$ cat src/rtl/peripheral_dbg_pu_riscv_datafifo_if.sv
// Debug data FIFO bus: push/pop strobes, data, status and sticky error flags.
// Clock and reset stay as plain ports on the FIFO itself.
interface peripheral_dbg_pu_riscv_datafifo_if #(
  parameter int WIDTH = 8,
  parameter int DEPTH = 8
);
  localparam int CW = $clog2(DEPTH + 1);

  logic             FLUSH;
  logic             PUSH;
  logic [WIDTH-1:0] DATA_IN;
  logic             POP;
  logic [WIDTH-1:0] DATA_OUT;
  logic [CW-1:0]    BYTES_AVAIL;
  logic [CW-1:0]    BYTES_FREE;
  logic             EMPTY;
  logic             FULL;
  logic             ALMOST_FULL;
  logic             ERR_CLR;
  logic             OVERFLOW;
  logic             UNDERFLOW;

  // FIFO side
  modport slave (
    input  FLUSH, PUSH, DATA_IN, POP, ERR_CLR,
    output DATA_OUT, BYTES_AVAIL, BYTES_FREE, EMPTY, FULL, ALMOST_FULL,
           OVERFLOW, UNDERFLOW
  );

  // Producer/consumer side
  modport master (
    output FLUSH, PUSH, DATA_IN, POP, ERR_CLR,
    input  DATA_OUT, BYTES_AVAIL, BYTES_FREE, EMPTY, FULL, ALMOST_FULL,
           OVERFLOW, UNDERFLOW
  );
endinterface

$ cat src/rtl/peripheral_dbg_pu_riscv_datafifo.sv
// Parametrised first-word-fall-through FIFO for the debug data path.
// Circular buffer with independent read/write pointers, any DEPTH >= 2.
// Optional sticky overflow/underflow flags: define PERIPHERAL_DBG_FIFO_ERR_EN.
module peripheral_dbg_pu_riscv_datafifo #(
  parameter int WIDTH = 8,
  parameter int DEPTH = 8,
  parameter int AFULL = 6
) (
  input  logic CLK,
  input  logic RSTN,
  peripheral_dbg_pu_riscv_datafifo_if.slave bus
);
  localparam int CW = $clog2(DEPTH + 1);
  localparam int PW = $clog2(DEPTH);

  logic [WIDTH-1:0] r_mem [DEPTH];
  logic [PW-1:0]    r_wr_ptr;
  logic [PW-1:0]    r_rd_ptr;
  logic [CW-1:0]    r_count;

  logic w_empty;
  logic w_full;
  logic w_push_ok;
  logic w_pop_ok;

  // Status is derived only from the registered count.
  assign w_empty = (r_count == '0);
  assign w_full  = (r_count == CW'(DEPTH));

  // A pop at FULL frees the slot the simultaneous push lands in; flush discards both.
  assign w_pop_ok  = bus.POP & ~w_empty & ~bus.FLUSH;
  assign w_push_ok = bus.PUSH & (~w_full | bus.POP) & ~bus.FLUSH;

  function automatic logic [PW-1:0] ptr_inc(input logic [PW-1:0] p);
    return (p == PW'(DEPTH - 1)) ? '0 : p + PW'(1);
  endfunction

  // Storage write; contents intentionally not reset.
  always_ff @(posedge CLK) begin
    if (w_push_ok) r_mem[r_wr_ptr] <= bus.DATA_IN;
  end

  // Pointer and occupancy tracking; flush clears everything but the error flags.
  always_ff @(posedge CLK or negedge RSTN) begin
    if (!RSTN) begin
      r_wr_ptr <= '0;
      r_rd_ptr <= '0;
      r_count  <= '0;
    end else if (bus.FLUSH) begin
      r_wr_ptr <= '0;
      r_rd_ptr <= '0;
      r_count  <= '0;
    end else begin
      if (w_push_ok) r_wr_ptr <= ptr_inc(r_wr_ptr);
      if (w_pop_ok)  r_rd_ptr <= ptr_inc(r_rd_ptr);
      case ({w_push_ok, w_pop_ok})
        2'b10:   r_count <= r_count + CW'(1);
        2'b01:   r_count <= r_count - CW'(1);
        default: r_count <= r_count;
      endcase
    end
  end

  assign bus.DATA_OUT    = w_empty ? '0 : r_mem[r_rd_ptr];
  assign bus.BYTES_AVAIL = r_count;
  assign bus.BYTES_FREE  = CW'(DEPTH) - r_count;
  assign bus.EMPTY       = w_empty;
  assign bus.FULL        = w_full;
  assign bus.ALMOST_FULL = (r_count >= CW'(AFULL));

`ifdef PERIPHERAL_DBG_FIFO_ERR_EN
  logic r_ovf;
  logic r_udf;
  logic w_ovf_set;
  logic w_udf_set;

  assign w_ovf_set = bus.PUSH & w_full & ~bus.POP & ~bus.FLUSH;
  assign w_udf_set = bus.POP & w_empty & ~bus.FLUSH;

  // Sticky error flags; a new error in the clear cycle takes precedence.
  always_ff @(posedge CLK or negedge RSTN) begin
    if (!RSTN) begin
      r_ovf <= 1'b0;
      r_udf <= 1'b0;
    end else begin
      if (w_ovf_set)        r_ovf <= 1'b1;
      else if (bus.ERR_CLR) r_ovf <= 1'b0;
      if (w_udf_set)        r_udf <= 1'b1;
      else if (bus.ERR_CLR) r_udf <= 1'b0;
    end
  end

  assign bus.OVERFLOW  = r_ovf;
  assign bus.UNDERFLOW = r_udf;
`else
  logic w_unused_err_clr;
  assign w_unused_err_clr = bus.ERR_CLR;
  assign bus.OVERFLOW     = 1'b0;
  assign bus.UNDERFLOW    = 1'b0;
`endif

endmodule

$ cat src/flat_wrapper.sv
// flat-port wrapper written by rule: the top's interface ports become plain ports
module peripheral_dbg_pu_riscv_datafifo_flat 
#(
  parameter int WIDTH = 8,
  parameter int DEPTH = 8,
  parameter int AFULL = 6
)
  (CLK, RSTN, bus_FLUSH, bus_PUSH, bus_DATA_IN, bus_POP, bus_ERR_CLR, bus_DATA_OUT, bus_BYTES_AVAIL, bus_BYTES_FREE, bus_EMPTY, bus_FULL, bus_ALMOST_FULL, bus_OVERFLOW, bus_UNDERFLOW);
  peripheral_dbg_pu_riscv_datafifo_if #(.WIDTH(WIDTH), .DEPTH(DEPTH)) bus_i ();
  input  logic CLK;
  input  logic RSTN;
  input wire logic [$bits(bus_i.FLUSH)-1:0] bus_FLUSH;
  input wire logic [$bits(bus_i.PUSH)-1:0] bus_PUSH;
  input wire logic [$bits(bus_i.DATA_IN)-1:0] bus_DATA_IN;
  input wire logic [$bits(bus_i.POP)-1:0] bus_POP;
  input wire logic [$bits(bus_i.ERR_CLR)-1:0] bus_ERR_CLR;
  output wire logic [$bits(bus_i.DATA_OUT)-1:0] bus_DATA_OUT;
  output wire logic [$bits(bus_i.BYTES_AVAIL)-1:0] bus_BYTES_AVAIL;
  output wire logic [$bits(bus_i.BYTES_FREE)-1:0] bus_BYTES_FREE;
  output wire logic [$bits(bus_i.EMPTY)-1:0] bus_EMPTY;
  output wire logic [$bits(bus_i.FULL)-1:0] bus_FULL;
  output wire logic [$bits(bus_i.ALMOST_FULL)-1:0] bus_ALMOST_FULL;
  output wire logic [$bits(bus_i.OVERFLOW)-1:0] bus_OVERFLOW;
  output wire logic [$bits(bus_i.UNDERFLOW)-1:0] bus_UNDERFLOW;
  assign bus_i.FLUSH = bus_FLUSH;
  assign bus_i.PUSH = bus_PUSH;
  assign bus_i.DATA_IN = bus_DATA_IN;
  assign bus_i.POP = bus_POP;
  assign bus_i.ERR_CLR = bus_ERR_CLR;
  assign bus_DATA_OUT = bus_i.DATA_OUT;
  assign bus_BYTES_AVAIL = bus_i.BYTES_AVAIL;
  assign bus_BYTES_FREE = bus_i.BYTES_FREE;
  assign bus_EMPTY = bus_i.EMPTY;
  assign bus_FULL = bus_i.FULL;
  assign bus_ALMOST_FULL = bus_i.ALMOST_FULL;
  assign bus_OVERFLOW = bus_i.OVERFLOW;
  assign bus_UNDERFLOW = bus_i.UNDERFLOW;
  peripheral_dbg_pu_riscv_datafifo #(.WIDTH(WIDTH), .DEPTH(DEPTH), .AFULL(AFULL)) u_core (.CLK(CLK), .RSTN(RSTN), .bus(bus_i));
endmodule
$ cat config.mk
export PLATFORM = sky130hd
export DESIGN_NAME = peripheral_dbg_pu_riscv_datafifo_flat
export DESIGN_NICKNAME = d
export VERILOG_FILES = /design/src/rtl/peripheral_dbg_pu_riscv_datafifo_if.sv /design/src/rtl/peripheral_dbg_pu_riscv_datafifo.sv /design/src/flat_wrapper.sv
export SDC_FILE = /design/constraint.sdc
export NUM_CORES = 1
export LEC_CHECK = 0
export ABC_AREA = 1
export CORE_MARGIN = 2
export CORE_UTILIZATION = 45
export DETAILED_ROUTE_END_ITERATION = 12
export GPL_ROUTABILITY_DRIVEN = 0
export PLACE_DENSITY_LB_ADDON = 0.05
export RECOVER_POWER = 50
export SETUP_SLACK_MARGIN = 0.05
export SLEW_MARGIN = 5
export SYNTH_ARGS = -nofsm -noshare
export SYNTH_HDL_FRONTEND = slang
export SYNTH_SLANG_ARGS = --single-unit
export TNS_END_PERCENT = 5
$ cat constraint.sdc
create_clock -name CLK -period 2.6 [get_ports CLK]
set_input_delay 0.52 -clock CLK [delete_from_list [all_inputs] [get_ports CLK]]
set_output_delay 0.52 -clock CLK [all_outputs]
set_load 0.1 [all_outputs]
# [Word level (Yosys, flattened, before mapping)]
# Memory sizes are Yosys's and may differ from the RTL's.
# Index checks and enable logic that the tools add are counted.
[classes] add_sub_neg=5 reduce_logical=4 muxes=11 order_cmp=1 n_eq_ne=5 bitwise_logic=8
[op_table] cell="$mux 3" n=6
[op_table] cell="$mux 8" n=1
[op_table] cell="$pmux 4 s2" n=1
[op_table] cell="$add 3x1->3 const B" n=2
[op_table] cell="$eq 3x3->1 const B" n=2
[op_table] cell="$add 4x1->4 const B" n=1
[op_table] cell="$and 1x1->1" n=4
[op_table] cell="$eq 4x4->1 const B" n=1
[op_table] cell="$ge 4x3->1 const B" n=1
[op_table] cell="$logic_not 4->1" n=1
[op_table] cell="$mux 4" n=1
[op_table] cell="$reduce_bool 2->1" n=2
[op_table] cell="$sub 4x1->4 const B" n=1
[op_table] cell="$sub 4x4->4 const A" n=1
[op_table] cell="$not 1->1" n=3
[op_table] cell="$reduce_bool 3->1" n=1
[op_table] cell="$eq 2x1->1 const B" n=1
[op_table] cell="$eq 2x2->1 const B" n=1
[op_table] cell="$mux 1" n=2
[op_table] cell="$or 1x1->1" n=1
[word_totals] wordCells=38 output_inout_bits=21 in_bits=14 ramBits=64 n_memories=1 reg_bits=10
[mem_list] memory="u_core.r_mem" depth=8 width=8 rd=1 rd_ports_with_merged_regs=0 wr=1 line="peripheral_dbg_pu_riscv_datafifo.sv:16" rtl="logic [WIDTH-1:0] r_mem [DEPTH];"

# [Logic depth before layout (Yosys ltp)]
# Gate-level depths: netlist of run 1.
[logic_depth] word_depth=8 mapped_depth=12 depth_no_buf=11

# [Worst setup path after synthesis of run 1]
# No wires, ideal clock.
[synth_timing] path_type="register -> output" from="register u_core.r_count[1], in the netlist u_core.bus.BYTES_AVAIL[1]" to="output port bus_DATA_OUT[6]" slack_ps=-1315 path_buffers=1 path_stages_with_launch=7 required_time_ps=2080 arrival_ps=3395 path_cell_list="dfrtp_1 -> inv_1 -> ha_1 -> nand2_2 -> buf_6 -> o21ai_0 -> a31oi_1"
[synth_between] elab_chain_len=2
[synth_rtl] item="start: declaration" line="peripheral_dbg_pu_riscv_datafifo.sv:19" rtl="logic [CW-1:0] r_count;"
[synth_rtl] item="start signal: assignment" line="peripheral_dbg_pu_riscv_datafifo.sv:57" rtl="2'b10: r_count <= r_count + CW'(1);"
[synth_rtl] item="start signal: assignment" line="peripheral_dbg_pu_riscv_datafifo.sv:58" rtl="2'b01: r_count <= r_count - CW'(1);"
[synth_rtl] item="start signal: assignment" line="peripheral_dbg_pu_riscv_datafifo.sv:59" rtl="default: r_count <= r_count;"
[synth_rtl] item="$logic_not 4->1" line="peripheral_dbg_pu_riscv_datafifo.sv:27" rtl="assign w_empty = (r_count == '0);"
[synth_rtl] item="$mux 8" line="peripheral_dbg_pu_riscv_datafifo.sv:64" rtl="assign bus.DATA_OUT = w_empty ? '0 : r_mem[r_rd_ptr];"
[synth_rtl] item="end: declaration" line="flat_wrapper.sv:17" rtl="output wire logic [$bits(bus_i.DATA_OUT)-1:0] bus_DATA_OUT;"
# No other way between the ends.

# [Final worst setup path of run 1]
[layout_timing] from="register u_core.r_rd_ptr[0]" to="output port bus_DATA_OUT[6]"
[layout_between] elab_chain_len=2
[layout_rtl] item="start: declaration" line="peripheral_dbg_pu_riscv_datafifo.sv:18" rtl="logic [PW-1:0] r_rd_ptr;"
[layout_rtl] item="start signal: assignment" line="peripheral_dbg_pu_riscv_datafifo.sv:55" rtl="if (w_pop_ok) r_rd_ptr <= ptr_inc(r_rd_ptr);"
[layout_rtl] item="$mem_v2 8x8"
[layout_rtl] item="$mux 8" line="peripheral_dbg_pu_riscv_datafifo.sv:64"
# No other way between the ends.

==> results of run 1 <==
-- where the power goes --
group	internal, W	switching, W	total, W
combinational	0.00103	0.00224	0.00327
sequential	0.00135	0.0000609	0.00142
clock	0.000445	0.000428	0.000873
-- stage by stage --
stage          hold slack (ps)  total power (W)  cells  utilization  cell area [um2]
2_1_floorplan              224          0.00370    295            -             3470
5_1_grt                    611          0.00580    449        0.601             4310
3_3_place_gp               585          0.00467    431        0.572             4110
4_1_cts                    524          0.00557    447        0.600             4300
6_report                   579          0.00556    449        0.601             4310
3_5_place_dp               594          0.00469    431        0.572             4110
-- kinds of logic after synthesis --
kind of cell | after synthesis | synth area share
AO/OA/AOI/OAI | 70 | 0.117
XOR/XNOR | 3 | 0.00795
adder cells (fa/ha/maj) | 7 | 0.0265
buffers and inverters | 35 | 0.0462
flip-flops | 74 | 0.657
other | 1 | 0.00113
AND/OR/NAND/NOR | 104 | 0.145
-- final timing paths --
kind | to | slack, ps | cells after the start
worst max-delay path | bus_DATA_OUT[6] | 190 | 7
worst min-delay path | u_core.bus.BYTES_AVAIL[0] | 580 | 1
worst max register to register | u_core.bus.BYTES_AVAIL[2] | 460 | 11
worst min register to register | u_core.bus.BYTES_AVAIL[3] | 610 | 2
max in group asynchronous | u_core.bus.BYTES_AVAIL[1] | 1640 | 1
min in group CLK | u_core.bus.BYTES_AVAIL[3] | 610 | 2
-- worst max-delay path: stages, from the launching register on --
cell,delay (ps)
dfrtp_1,400
inv_2,140
buf_4,210
o21ai_0,100
o22ai_1,150
o21ai_0,150
a31oi_4,190
buf_12,190
-- sequential cells by signal, indices dropped and copies added (netlist names) --
register / cells
u_core.bus.BYTES_AVAIL: 4
u_core.r_rd_ptr: 3
u_core.r_mem: 64
u_core.r_wr_ptr: 3
-- area by class of cell --
cell class,instances,share of cell area
clock buffers,10,0.0296
clock inverters,6,0.0154
multi-input cells,187,0.268
flip-flops and latches,74,0.506
well taps,99,0.0287
inverters,21,0.0183
repair buffers,52,0.134
-- cell usage in the layout, fill, tap and decap left out, types with 6 or more instances in the layout --
cell type / instances
ha_1: 6
o22ai_1: 10
dfrtp_1: 6
buf_4: 21
clkbuf_1: 6
edfxtp_1: 64
dlygate4sd3_1: 9
a31oi_4: 8
clkbuf_8: 9
nand2_1: 25
inv_1: 17
nor2_1: 58
o21ai_0: 47
buf_12: 14
-- per-layer routing --
layer  up-vias  share of wire
met5         -              0
met4         0         0.0074
met3         7          0.028
met2        47           0.51
met1      1129           0.46
li1       1132              -
-- what timing repair did --
item                                    CTS  global route
endpoints found under the setup margin    8             8
cloned                                    0             1
buffers inserted                          0             1
gates resized for setup                   1             4
hold endpoints to repair                  0             0
pin swaps                                 1             1
hold buffers                              0             0
==> impl_metrics.yaml, run 1 <==
grt:
  grt_use_total: 0.195
  grtUsageMet3: 0.0369
  use_met1: 0.263
  busiest_layer: "met2"
  grt_max_degree: 21
  grt_pass1_vias: 2351
  grt_pass1_wl_mm: 12.1
  grt_overflow_total: 0
  gr-usage-met2: 0.321
  antenna_found_initial: 0
clock_network:
  cts.htree.levels: 3
  cts-buffers-inserted: 9
  clock_sinks: 74
  worstSkewPairLatency_ps: 340
  clk_path_buf_depth: 2
  cts_tree: "yes"
  cts-root-buf: "clkbuf_8"
  clk_pin_slew_ps: 80
logic_synthesis:
  synth.avg_cell_area_um2: 11.2
  yosysTopAreaCellShare: 0.581
  synth-seq-area-share: 0.657
  netlist_top_cells_count: "edfxtp_1, nor2_1, o21ai_0"
  synth_cell_types: 31
  netlist_top_cells_area: "edfxtp_1, dfrtp_1, o21ai_0"
  synth_most_common_cell: "edfxtp_1"
  mappedNetlistArea_um2: 3310
  async_flop_share: 0.135
  synth-edff-count: 64
  postSynthCellCount: 294
  synth_area_leader_cell: "edfxtp_1"
  synth_ff_type: "edfxtp_1"
  synth_warnings: 0
  synth-seq-cells: 74
worst_setup_path:
  worstPathArrival_ps: 1890
  startpoint_type: "flip-flop"
  endpoint_kind: "output pin"
  reg2reg_from: "u_core.bus.BYTES_AVAIL[0]"
  critPathRequiredTime_ps: 2080
  cp-startpoint: "u_core.r_rd_ptr[0]"
  worstSetupPathType: "flip-flop to output pin"
  worstPathMaxFanout: 13
sta:
  slew_violations: 0
  rsz0062_at_grt: "no"
  skew_ps: 5.12
  slew-limit-headroom: 0.229
  tightestPinTransition_ps: 1160
  finalHoldViolations: 0
  tns_ps: 0
  max_freq_ghz: 0.415
  worst_slack_ps: 193
  setup_viol: 0
  period_needed_ps: 2410
  period_share: 0.926
routing:
  viasPerCell: 5.16
  drt_iter0_drc: 144
  vias: 2315
  drc: 0
  wl_mm: 7.41
  routedWlPerCell_um: 16.5
  drt_first_pass_iters: 4
  ant_nets: 0
layout:
  num_antenna_cells: 0
  multi_input_area_um2: 1160
  num-nets-final: 366
  syn2layout_area_growth_pct: 30.4
  fillers: 597
  ff_latch_area_um2: 2180
  final_layout_size_suffix_gt1_frac: 0.237
hold_path:
  hold_path_class: "input pin to async pin"
die:
  dieArea_um2: 8050
  num_io_pins: 35
  design.core.area_um2: 7180
  rows: 31
  die_w_um: 89.7
  die_h_um: 89.7
  start_util: 0.461
status:
  status: "finished clean"
power:
  p_leak_nw: 1.58
  ir_drop_mv: 0.622
  powerDensity_nw_per_um2: 1290
flow_run:
  cap_violations: 0
placed_design:
  port_buffers: 31
  preCtsSetupSlack_ps: 251
  place_hpwl_mm: 4.90
Note: power is estimated with default switching activity, not from simulation.
==> run 2: changes to the inputs <==
--- a/config.mk
+++ b/config.mk
@@ -10,11 +10,10 @@
 export CORE_UTILIZATION = 45
 export DETAILED_ROUTE_END_ITERATION = 12
 export GPL_ROUTABILITY_DRIVEN = 0
-export PLACE_DENSITY_LB_ADDON = 0.05
+export PLACE_DENSITY = 0.77
 export RECOVER_POWER = 50
 export SETUP_SLACK_MARGIN = 0.05
 export SLEW_MARGIN = 5
 export SYNTH_ARGS = -nofsm -noshare
 export SYNTH_HDL_FRONTEND = slang
 export SYNTH_SLANG_ARGS = --single-unit
-export TNS_END_PERCENT = 5
==> impl_metrics.yaml, run 2 (synthesis gave the netlist of run 1 again) <==
sta:
  rsz0062_at_grt: "yes"
  slew-limit-headroom: 0.230
  hold_ws_ps: 562
  skew_ps: 8.24
  period_needed_ps: 2480
  slew_violations: 0
  finalHoldViolations: 0
  period_share: 0.954
  max_freq_ghz: 0.403
  tightestPinTransition_ps: 1160
  setup_viol: 0
grt:
  grt_pass1_vias: 2339
  grt_overflow_total: 0
  grt_use_total: 0.192
  grtUsageMet3: 0.0520
  busiest_layer: "met2"
  antenna_found_initial: 0
  gr-usage-met2: 0.331
  grt_pass1_wl_mm: 11.9
  use_met1: 0.229
  grt_max_degree: 35
power:
  powerDensity_nw_per_um2: 1310
  total_power_w: 0.00564
  combPwrFrac: 0.574
  ir_drop_mv: 0.980
  p_leak_nw: 1.57
  p_clk_frac: 0.174
  p_int_w: 0.00294
  sw_frac_of_total: 0.480
  p_sw_w: 0.00271
  seqPwrFrac: 0.253
clock_network:
  cts-buffers-inserted: 9
  ctsHoldBuffers: 0
  clk_path_buf_depth: 2
  worstSkewPairLatency_ps: 350
  cts_tree: "yes"
  cts-root-buf: "clkbuf_8"
  clk_pin_slew_ps: 80
  cts.htree.levels: 3
  clock_sinks: 74
routing:
  routedWlPerCell_um: 16.5
  drt_first_pass_iters: 4
  drc: 0
  viasPerCell: 5.22
  wl_mm: 7.32
  drt_iter0_drc: 166
  vias: 2321
  ant_nets: 0
worst_setup_path:
  endpoint_kind: "output pin"
  rr_endpoint: "u_core.bus.BYTES_AVAIL[2]"
  worstSetupPathType: "flip-flop to output pin"
  worst-path-buf-inv: 2
  worstPathMaxFanout: 9
  crit_chain: "inv_1 > ha_1 > nand2_4 > o21ai_0 > a31oi_4 > buf_12"
  worstPathArrival_ps: 1960
  rrSetupSlack_ps: 360
  cp_top_family: "flip-flops"
  reg2reg_depth: 11
  crit_slowest_cell: "dfrtp_4"
  max_stage_delay_ps: 450
  critPathRequiredTime_ps: 2080
  reg2reg_from: "u_core.bus.BYTES_AVAIL[0]"
  startpoint_type: "flip-flop"
layout:
  fillers: 567
  num_antenna_cells: 0
  layout_common_cells: "edfxtp_1, nor2_1, o21ai_0"
  syn2layout_area_growth_pct: 30.2
  layout_commonest_cell: "edfxtp_1"
  ff_latch_area_um2: 2180
  num-nets-final: 362
  multi_input_area_um2: 1140
  regMostFlops: "u_core.r_mem"
  largest_reg_flops: 64
  final_layout_size_suffix_gt1_frac: 0.231
die:
  rows: 31
  die_h_um: 89.7
  design.core.area_um2: 7180
  dieArea_um2: 8050
  die_w_um: 89.7
  num_io_pins: 35
  start_util: 0.461
status:
  status: "finished clean"
placed_design:
  place_hpwl_mm: 4.74
  port_buffers: 31
flow_run:
  cap_violations: 0
hold_path:
  hold_path_class: "input pin to async pin"
-- run 2: cell types whose count changed in the layout (fill, tap and decap cells not counted), sizes merged --
cell / previous run / this run
inv: 22 / 20
nand2: 29 / 28
clkinv: 1 / 2
bufinv: 1 / 2
buf: 35 / 31
clkbuf: 15 / 16
-- run 2: worst max-delay path by stage --
| stage | startpoint | endpoint | slack, ps | cells past startpoint |
|---|---|---|---|---|
| 6_report | u_core.bus.BYTES_AVAIL[0] | bus_DATA_OUT[2] | 120 | 6 |
| 5_1_grt | u_core.bus.BYTES_AVAIL[0] | bus_DATA_OUT[1] | 20 | 6 |
| 4_1_cts | u_core.r_rd_ptr[0] | bus_DATA_OUT[2] | 60 | 6 |
| 3_5_place_dp | bus_POP | u_core.r_mem[2][6] | 240 | 8 |
| 3_3_place_gp | bus_POP | u_core.r_mem[2][6] | 320 | 8 |
| 2_1_floorplan | u_core.r_rd_ptr[2] | bus_DATA_OUT[6] | -3 | 4 |
-- run 2: metal layers --
layer | vias up | wire length, um | share of wire
li1 | 1125 | - | -
met1 | 1129 | 3020 | 0.41
met2 | 56 | 3890 | 0.53
met3 | 11 | 268 | 0.037
met4 | 0 | 141 | 0.019
met5 | - | 0 | 0
-- run 2: what timing repair did --
item                       in CTS  in global routing
pin swaps                       1                  0
hold endpoints to repair        0                  0
gates resized for setup         4                  9
setup endpoints to repair       8                  9
buffers inserted                1                  2
gates cloned                    0                  1
-- run 2: worst register-to-register path, cell delays in order (launching register included) --
cell,delay (ps)
dfrtp_4,510
inv_1,140
ha_1,330
nand2_4,150
buf_4,190
nand4_4,120
nand2_2,80
inv_2,70
nor2_4,40
ha_1,190
nor3_1,190
o22ai_1,100
-- run 2: area by class of cell --
cell class | count | share of cell area
Inverter | 21 | 0.0198
Timing Repair Buffer | 48 | 0.128
Clock inverter | 5 | 0.0180
Clock buffer | 11 | 0.0328
Tap cell | 99 | 0.0288
Sequential cell | 74 | 0.507
Multi-Input combinational cell | 186 | 0.264
Timing Repair inverter | 1 | 0.00174
-- run 2: power by group through the flow --
stage | registers [W] | logic [W] | clock network (W)
2_1_floorplan | 0.00159 | 0.00211 | 0
3_3_place_gp | 0.00144 | 0.00317 | 0
3_5_place_dp | 0.00144 | 0.00321 | 0
4_1_cts | 0.00142 | 0.00325 | 0.000993
5_1_grt | 0.00144 | 0.00338 | 0.00104
6_report | 0.00143 | 0.00324 | 0.000980
-- run 2: metrics by stage --
| stage | setup TNS, ps | setup slack, ps | utilization | instances | instance area (um2) |
|---|---|---|---|---|---|
| floorplan | -2.50 | -2.50 | - | 295 | 3470 |
| global placement | 0 | 317 | 0.564 | 425 | 4050 |
| detailed placement | 0 | 243 | 0.564 | 425 | 4050 |
| CTS | 0 | 58.7 | 0.597 | 442 | 4280 |
| global route | 0 | 23.1 | 0.600 | 445 | 4310 |
| finish | 0 | 119 | 0.600 | 445 | 4310 |
